File: config.mk
export PLATFORM = sky130hd
export DESIGN_NAME = ptw_mem_bridge
export DESIGN_NICKNAME = d
export VERILOG_FILES = /design/src/rtl/mmu_pkg.sv /design/src/rtl/ptw_mem_bridge.sv
export SDC_FILE = /design/constraint.sdc
export NUM_CORES = 1
export LEC_CHECK = 0
export ABC_AREA = 1
export CAP_MARGIN = 20
export CORE_MARGIN = 10
export CORE_UTILIZATION = 42
export DETAILED_ROUTE_END_ITERATION = 8
export GPL_TIMING_DRIVEN = 1
export PLACE_DENSITY = 0.81
export SETUP_SLACK_MARGIN = 0.15
export SLEW_MARGIN = 25
export SYNTH_ARGS = -nofsm -noshare
export SYNTH_HDL_FRONTEND = slang
export SYNTH_SLANG_ARGS = --single-unit
File: constraint.sdc
create_clock -name clk_i -period 5.19 [get_ports clk_i]
set_clock_uncertainty 0.05 [all_clocks]
set_input_delay 1.557 -clock clk_i [delete_from_list [all_inputs] [get_ports clk_i]]
set_output_delay 1.557 -clock clk_i [all_outputs]
set_load 0.01 [all_outputs]
File: src/rtl/mmu_pkg.sv
// mmu_pkg: MMU-wide constants and types shared between the walker and its memory bridge
package mmu_pkg;
  localparam int SIZE_VADDR = 39;
  localparam logic [4:0] M_XRD = 5'b00000;
  localparam logic [3:0] MT_D = 4'b0011;
  typedef struct packed {
    logic valid;
    logic [SIZE_VADDR:0] addr;
  } ptw_mem_req_t;
endpackage

File: src/rtl/ptw_mem_bridge.sv
// ptw_mem_bridge: single-outstanding PTE read adapter from the walker dmem port to a valid/ready memory channel
module ptw_mem_bridge
  import mmu_pkg::*;
#(
  parameter int ADDR_W = SIZE_VADDR + 1,
  parameter int TIMEOUT_CYCLES = 255
) (
  input  logic              clk_i,
  input  logic              rst_i,
  input  logic              ptw_req_valid_i,
  input  logic [ADDR_W-1:0] ptw_req_addr_i,
  input  logic [4:0]        ptw_req_cmd_i,
  input  logic [3:0]        ptw_req_typ_i,
  input  logic              ptw_req_kill_i,
  output logic              ptw_dmem_ready_o,
  output logic              ptw_resp_valid_o,
  output logic              ptw_resp_nack_o,
  output logic [63:0]       ptw_resp_data_o,
  input  logic              flush_i,
  output logic              mem_req_valid_o,
  input  logic              mem_req_ready_i,
  output logic [ADDR_W-1:0] mem_req_addr_o,
  input  logic              mem_rsp_valid_i,
  input  logic [63:0]       mem_rsp_data_i,
  input  logic              mem_rsp_err_i,
  output logic              timeout_o
);
  typedef enum logic [2:0] {IDLE, ISSUE, WAIT, RESP, NACK, DRAIN} state_t;
  localparam int TW = $clog2(TIMEOUT_CYCLES + 1);
  localparam logic [TW-1:0] TMAX = TW'(TIMEOUT_CYCLES);
  state_t state_q, state_d;
  logic [ADDR_W-1:0] addr_q;
  logic [63:0] data_q;
  logic [TW-1:0] timer_q;
  logic drop_q, orphan_q;
  logic accept, legal, rsp_ok;
  assign accept = state_q == IDLE && ptw_req_valid_i && !ptw_req_kill_i;
  assign legal = ptw_req_cmd_i == M_XRD && ptw_req_typ_i == MT_D && ptw_req_addr_i[2:0] == 3'b000;
  // a same-cycle flush already poisons the response, so it is folded in with drop_q
  assign rsp_ok = !mem_rsp_err_i && !drop_q && !flush_i;
  // state register
  always_ff @(posedge clk_i or posedge rst_i)
    if (rst_i) state_q <= IDLE;
    else state_q <= state_d;
  // next-state logic; in WAIT a response takes priority over the timeout limit
  always_comb begin
    state_d = state_q;
    case (state_q)
      IDLE:  if (accept) state_d = legal ? ISSUE : NACK;
      ISSUE: if (mem_req_ready_i) state_d = WAIT;
      WAIT:  if (mem_rsp_valid_i) state_d = rsp_ok ? RESP : NACK;
             else if (timer_q == TMAX) state_d = NACK;
      RESP:  state_d = IDLE;
      NACK:  state_d = orphan_q ? DRAIN : IDLE;
      DRAIN: if (mem_rsp_valid_i) state_d = IDLE;
      default: state_d = IDLE;
    endcase
  end
  // outputs decoded from state and registered data only
  always_comb begin
    ptw_dmem_ready_o = state_q == IDLE;
    mem_req_valid_o = state_q == ISSUE;
    mem_req_addr_o = addr_q;
    ptw_resp_valid_o = state_q == RESP;
    ptw_resp_nack_o = state_q == NACK;
    ptw_resp_data_o = data_q;
    timeout_o = state_q == NACK && orphan_q;
  end
  // request address, response data, saturating wait timer and drop/orphan flags
  always_ff @(posedge clk_i or posedge rst_i)
    if (rst_i) begin
      addr_q <= '0;
      data_q <= '0;
      timer_q <= '0;
      drop_q <= 1'b0;
      orphan_q <= 1'b0;
    end else begin
      if (accept && legal) addr_q <= ptw_req_addr_i;
      if (accept && legal) drop_q <= 1'b0;
      else if ((state_q == ISSUE || state_q == WAIT) && flush_i) drop_q <= 1'b1;
      if (state_q == ISSUE && mem_req_ready_i) timer_q <= '0;
      else if (state_q == WAIT && timer_q != TMAX) timer_q <= timer_q + 1'b1;
      if (state_q == WAIT && mem_rsp_valid_i && rsp_ok) data_q <= mem_rsp_data_i;
      if (state_q == WAIT && !mem_rsp_valid_i && timer_q == TMAX) orphan_q <= 1'b1;
      else if (state_q == DRAIN && mem_rsp_valid_i) orphan_q <= 1'b0;
    end
endmodule
======== After elaboration in Yosys (flattened, before gate mapping) ========
Index checks and enable logic that the tools add are counted.
storage, ports and cells
  output and inout port bits .............. 109
  input bits .............................. 121
  register bits after elaboration ......... 117
  logic and storage cells ................. 63
operators by class
  reductions and logical operators ........ 29
  eq/ne operators ......................... 12
  multiplexer cells ....................... 15
  $add $sub $neg .......................... 1
operators with widths
  cell                                                                   number
  3-bit 2-to-1 mux                                                       8
  1-bit logical AND                                                      16
  8-bit 2-to-1 mux                                                       2
  3-bit case mux with 5 select lines                                     1
  8-bit by 1-bit adder with 8-bit output, second input constant          1
  8-bit equality test, second input constant                             1
  8-bit != test, second input constant                                   1
  3-bit by 2-bit equality test with 1-bit output, second input constant  2
  3-bit equality test, second input constant                             2
  3-bit logical NOT                                                      2
  2-bit nonzero test                                                     3
  1-bit logical NOT                                                      5
  5-bit logical NOT                                                      1
  4-bit by 2-bit equality test with 1-bit output, second input constant  1
  1-bit 2-to-1 mux                                                       4
  2-bit by 1-bit != test with 1-bit output, second input constant        2
  4-bit AND reduction                                                    1
  3-bit by 1-bit equality test with 1-bit output, second input constant  1
  3-bit != test, second input constant                                   1
  2-bit != test, second input constant                                   1
  1-bit logical OR                                                       1

======== Logic depth before layout (Yosys ltp) ========
  depth after elaboration ................. 6
  mapped depth ............................ 9
  gate-level depth less buffers ........... 9

======== Worst setup path after synthesis ========
No wires, ideal clock.
  path type ............................... input to register
  start point ............................. input port ptw_req_typ_i[2]
  end point ............................... register addr_q[10] (netlist: mem_req_addr_o[10])
  setup time .............................. 0.119 ns
  buffers on the path ..................... 2
  setup slack ............................. 2.574 ns
  data arrival time ....................... 2.448 ns
  cell stages on the path ................. 8
  required time ........................... 5.021 ns
  cells stage by stage .................... nor2_1 -> nand2_1 -> nor2_1 -> nand2_1 -> buf_2 -> buf_2 -> nor3_2 -> nor2_1
on the way
  longest elaborated chain between the ends .. 4
ends and longest elaborated chain
  what                                            line                  source
  from (decl)                                     ptw_mem_bridge.sv:13  input logic [3:0] ptw_req_typ_i,
  4-bit by 2-bit equality test with 1-bit output  ptw_mem_bridge.sv:38  assign legal = ptw_req_cmd_i == M_XRD && ptw_req_typ_i == MT_D && ptw_req_addr_i[2:0] == 3'b000;
  1-bit logical AND (2 in a row)                  ptw_mem_bridge.sv:38
  1-bit logical AND                               ptw_mem_bridge.sv:78  if (accept && legal) addr_q <= ptw_req_addr_i;
  to (signal assigned)                            ptw_mem_bridge.sv:78
  to (decl)                                       ptw_mem_bridge.sv:32  logic [ADDR_W-1:0] addr_q;
Every way passes these cells.
A chain may end at the register's enable or synchronous reset.

======== Final worst setup path ========
  start point ............................. register state_q[0]
  end point ............................... output port timeout_o
on the way
  longest elaborated chain between the ends .. 2
ends and longest elaborated chain
  what                    line                  source
  from (decl)             ptw_mem_bridge.sv:31  state_t state_q, state_d;
  from (signal assigned)  ptw_mem_bridge.sv:44  else state_q <= state_d;
  3-bit equality test     ptw_mem_bridge.sv:67  timeout_o = state_q == NACK && orphan_q;
  1-bit logical AND       ptw_mem_bridge.sv:67
  to (decl)               ptw_mem_bridge.sv:26  output logic timeout_o
Every way passes these cells.

==> summary.log <==
[floorplan] initial core utilization 42.9%
[routing] length of routed met2 wiring 7860 µm
[worst_setup_path] Setup Crit Path Kind flop to output pin
[routing] number of iterations in the first detailed-routing pass 4
[floorplan] num rows 40
[cts] post-CTS repair timing setup buffer count 0
[floorplan] core region area 12,000 µm²
[cells_and_area] fraction of layout instances using a drive strength above 1 9.85%
[routing] total number of vias 4,852
[yosys] cell taking the most area after synthesis dfrtp_1
[cts] clock insertion delay at the later pin of the skew report 0.41 ns
[floorplan] count of boundary I/O pins 230
[yosys] flip-flop cell with the highest count after synthesis dfrtp_1
[cts] H-tree lvl count 4
[timing] number of pins exceeding their max-slew limit in the final report 0
[cells_and_area] number of filler cells placed in the layout 914
[power_and_ir_drop] Pwr per Cell Area 317 nW/µm²
[timing] Fin Setup TNS 0 ns
[cts] CTS buffer count 17
[timing] unrepaired setup endpoints after global routing false
[yosys] leading cell types by total area after synthesis dfrtp_1 57%, nand2_1 13%, nand3_1 7.1%, nor2_1 6.7%, nor3_2 6.0%
[floorplan] area enclosed by the die boundary 17,000 µm²
[yosys] most numerous cell in the Yosys netlist nand2_1
[worst_setup_path] category of the worst setup path capture point output pin
[timing] shortest clock period the worst path allows after layout 3.51 ns
[routing] detailed route wirelength on metal3 1910 µm
[global_routing] first-pass GRT wire length 26,000 µm
[power_and_ir_drop] cell internal power dissipation 1930 µW
[worst_setup_path] critical path required time 3.58 ns
[routing] final wirelength 16,800 µm
[routing] drt via density 5.06
[yosys] cell area after synthesis 5130 µm²
[cts] clock transition at the registers of the reported paths 0.05 ns
[floorplan] Horiz. Die Dim 131 µm
[worst_hold_path] Min-Delay Path Class flop to flop
[cts] Hold-fix buffers, CTS 0
[yosys] post-synthesis sequential area ratio 57.1%
[global_routing] antenna violations before repair 0
[outcome] run status finished clean
[global_routing] largest net degree at the start of global routing 80
[cells_and_area] Nets 921
[cts] number of resized instances in the post-cts repair step 0
[yosys] EDFF count, synth 0
[yosys] share of Yosys cell area claimed by the top area cell type 57.1%
[power_and_ir_drop] sequential fraction of design power 37.5%
[placement] number of I/O port buffers 229
[routing] number of nets with antenna violations after detailed routing 0
[global_routing] global-route usage over all layers 19.5%
[timing] highest clock rate 285 MHz
[cells_and_area] area grow syn2layout 57.8%
[cells_and_area] count of non-filler cells in the finished layout 959
[yosys] Synth async-reset ratio 100%
[worst_setup_path] worst-path maximum fanout 5
[routing] DRT iter0 DRCs 264
[global_routing] remaining global-route overflow 0
[yosys] total of flip-flops plus latches after synthesis 117
[yosys] gate count after technology mapping 579
[floorplan] vertical extent of the die 131 µm
[yosys] mean cell area of the mapped netlist 8.86 µm²
[cts] CTS tree yes
[timing] slew at the pin closest to its max-slew limit 0.877 ns
[yosys] synthesized netlist net count 701
[power_and_ir_drop] Net Switching 639 µW
[power_and_ir_drop] VDD IR max 0.179 mV
[timing] Final setup viols 0
[routing] met1 layer wirelength in the final routing 6650 µm
[run] reported max-cap violation count 0
[cells_and_area] diode count 0
[power_and_ir_drop] switching part of the total power 24.9%
[global_routing] vias in the first global route 4,966
[placement] count of placed standard cells including taps 927
[timing] final hold slack 0.417 ns
[worst_hold_path] hold depth 2
[timing] relative slew slack 41.4%
[placement] DPL Wire Length 12,300 µm
[timing] period utilisation layout 67.5%
[worst_setup_path] sort of element at the start of the critical path flop
[placement] final weighted congestion of routability-driven global placement 0.826
[yosys] total of warnings raised by yosys 0
[power_and_ir_drop] static power due to leakage 0.00382 µW
[yosys] Yosys cell types 24
[cts] clock root buffer clkbuf_16
[worst_setup_path] reg2reg path depth 6
[power_and_ir_drop] Pwr Total 2570 µW
[routing] routed wirelength normalized by instance count 17.5 µm
[power_and_ir_drop] power share of the clock group 49.0%
[cts] clock tree sinks 117
[cts] number of buffers between clock root and the deepest sink 2
[worst_setup_path] Worst Path Arrival 1.90 ns
[timing] final number of hold-violating endpoints 0
[power_and_ir_drop] combinational share of power 13.6%
[routing] count of unresolved DRC violations after routing 0
[yosys] Commonest cells post-synth 171 x nand2_1, 117 x dfrtp_1, 91 x nor2_1, 73 x nand3_1, 31 x nor3_2
[routing] highest routing layer actually used met4
-- layer usage --
metal  vias up  GRT usage [%]
met3        25           8.82
li1       2283              -
met4         0           7.33
met1      2306           22.5
met5         -              0
met2       238           31.1
-- metrics by stage --
step           area [µm²]  util [%]  setup WS (ns)
6_report             8100      67.7           1.68
2_1_floorplan        5130         -          0.482
4_1_cts              8090      67.7           1.68
3_5_place_dp         7450      62.3           1.62
3_3_place_gp         7440      62.2           1.59
5_1_grt              8100      67.7           1.54
-- cells by family after synthesis --
logic type | share of synthesized area, %
buffers and inverters | 6.17
xor gates and xnor gates | 0.171
DFF | 57.1
AOI/OAI and AO/OA | 1.17
and+or+nand+nor | 35.2
adders and majority gates | 0.244
-- flip-flops by register name (all words and copies together) (netlist names) --
name	cells
ptw_resp_data_o	64
orphan_q	1
drop_q	1
timer_q	8
state_q	3
mem_req_addr_o	40
-- power by group through the flow --
stage	combinational, µW	clock, µW	sequential [µW]
5_1_grt	384	1320	965
6_report	348	1260	963
2_1_floorplan	190	0	973
3_5_place_dp	348	0	978
4_1_cts	350	1280	962
3_3_place_gp	339	0	976
-- placed cells by master (no fill, tap or decap), drive strengths merged --
master	instances
dfrtp	117
clkbuf	21
ha	1
nand4	5
nor3	44
clkinv	2
nor2	93
a21o	1
nand2	172
clkinvlp	4
bufinv	4
o21ai	7
a21oi	2
inv	28
xor2	1
o21bai	1
nand3	75
buf	5
clkdlybuf4s50	229
-- worst paths after layout --
path | from | end | slack [ns]
worst max-delay path | state_q[0] | timeout_o | 1.68
worst min-delay path | ptw_resp_data_o[0] | ptw_resp_data_o[0] | 0.42
worst max register to register | state_q[2] | ptw_resp_data_o[19] | 2.81
worst min register to register | ptw_resp_data_o[0] | ptw_resp_data_o[0] | 0.42
max in group asynchronous | rst_i | ptw_resp_data_o[39] | 2.66
min in group asynchronous | rst_i | ptw_resp_data_o[29] | 1.60
-- worst max-delay path, stage by stage (launching register included) --
cell and delay (ns):
dfrtp_1 0.43, inv_2 0.13, nand2_2 0.09, nor2_1 0.13
nand2_1 0.10, inv_1 0.07, clkdlybuf4s50_1 0.54
-- cell type report --
type,instances,area [µm²],area share (%)
Sequential cell,117,2930,36.2
Timing Repair Buffer,234,2330,28.8
Multi-Input combinational cell,402,1900,23.5
Clock buffer,21,470,5.81
Tap cell,147,184,2.27
Clock inverter,11,173,2.13
Inverter,27,109,1.34
Note: power is estimated with default switching activity, not from simulation.
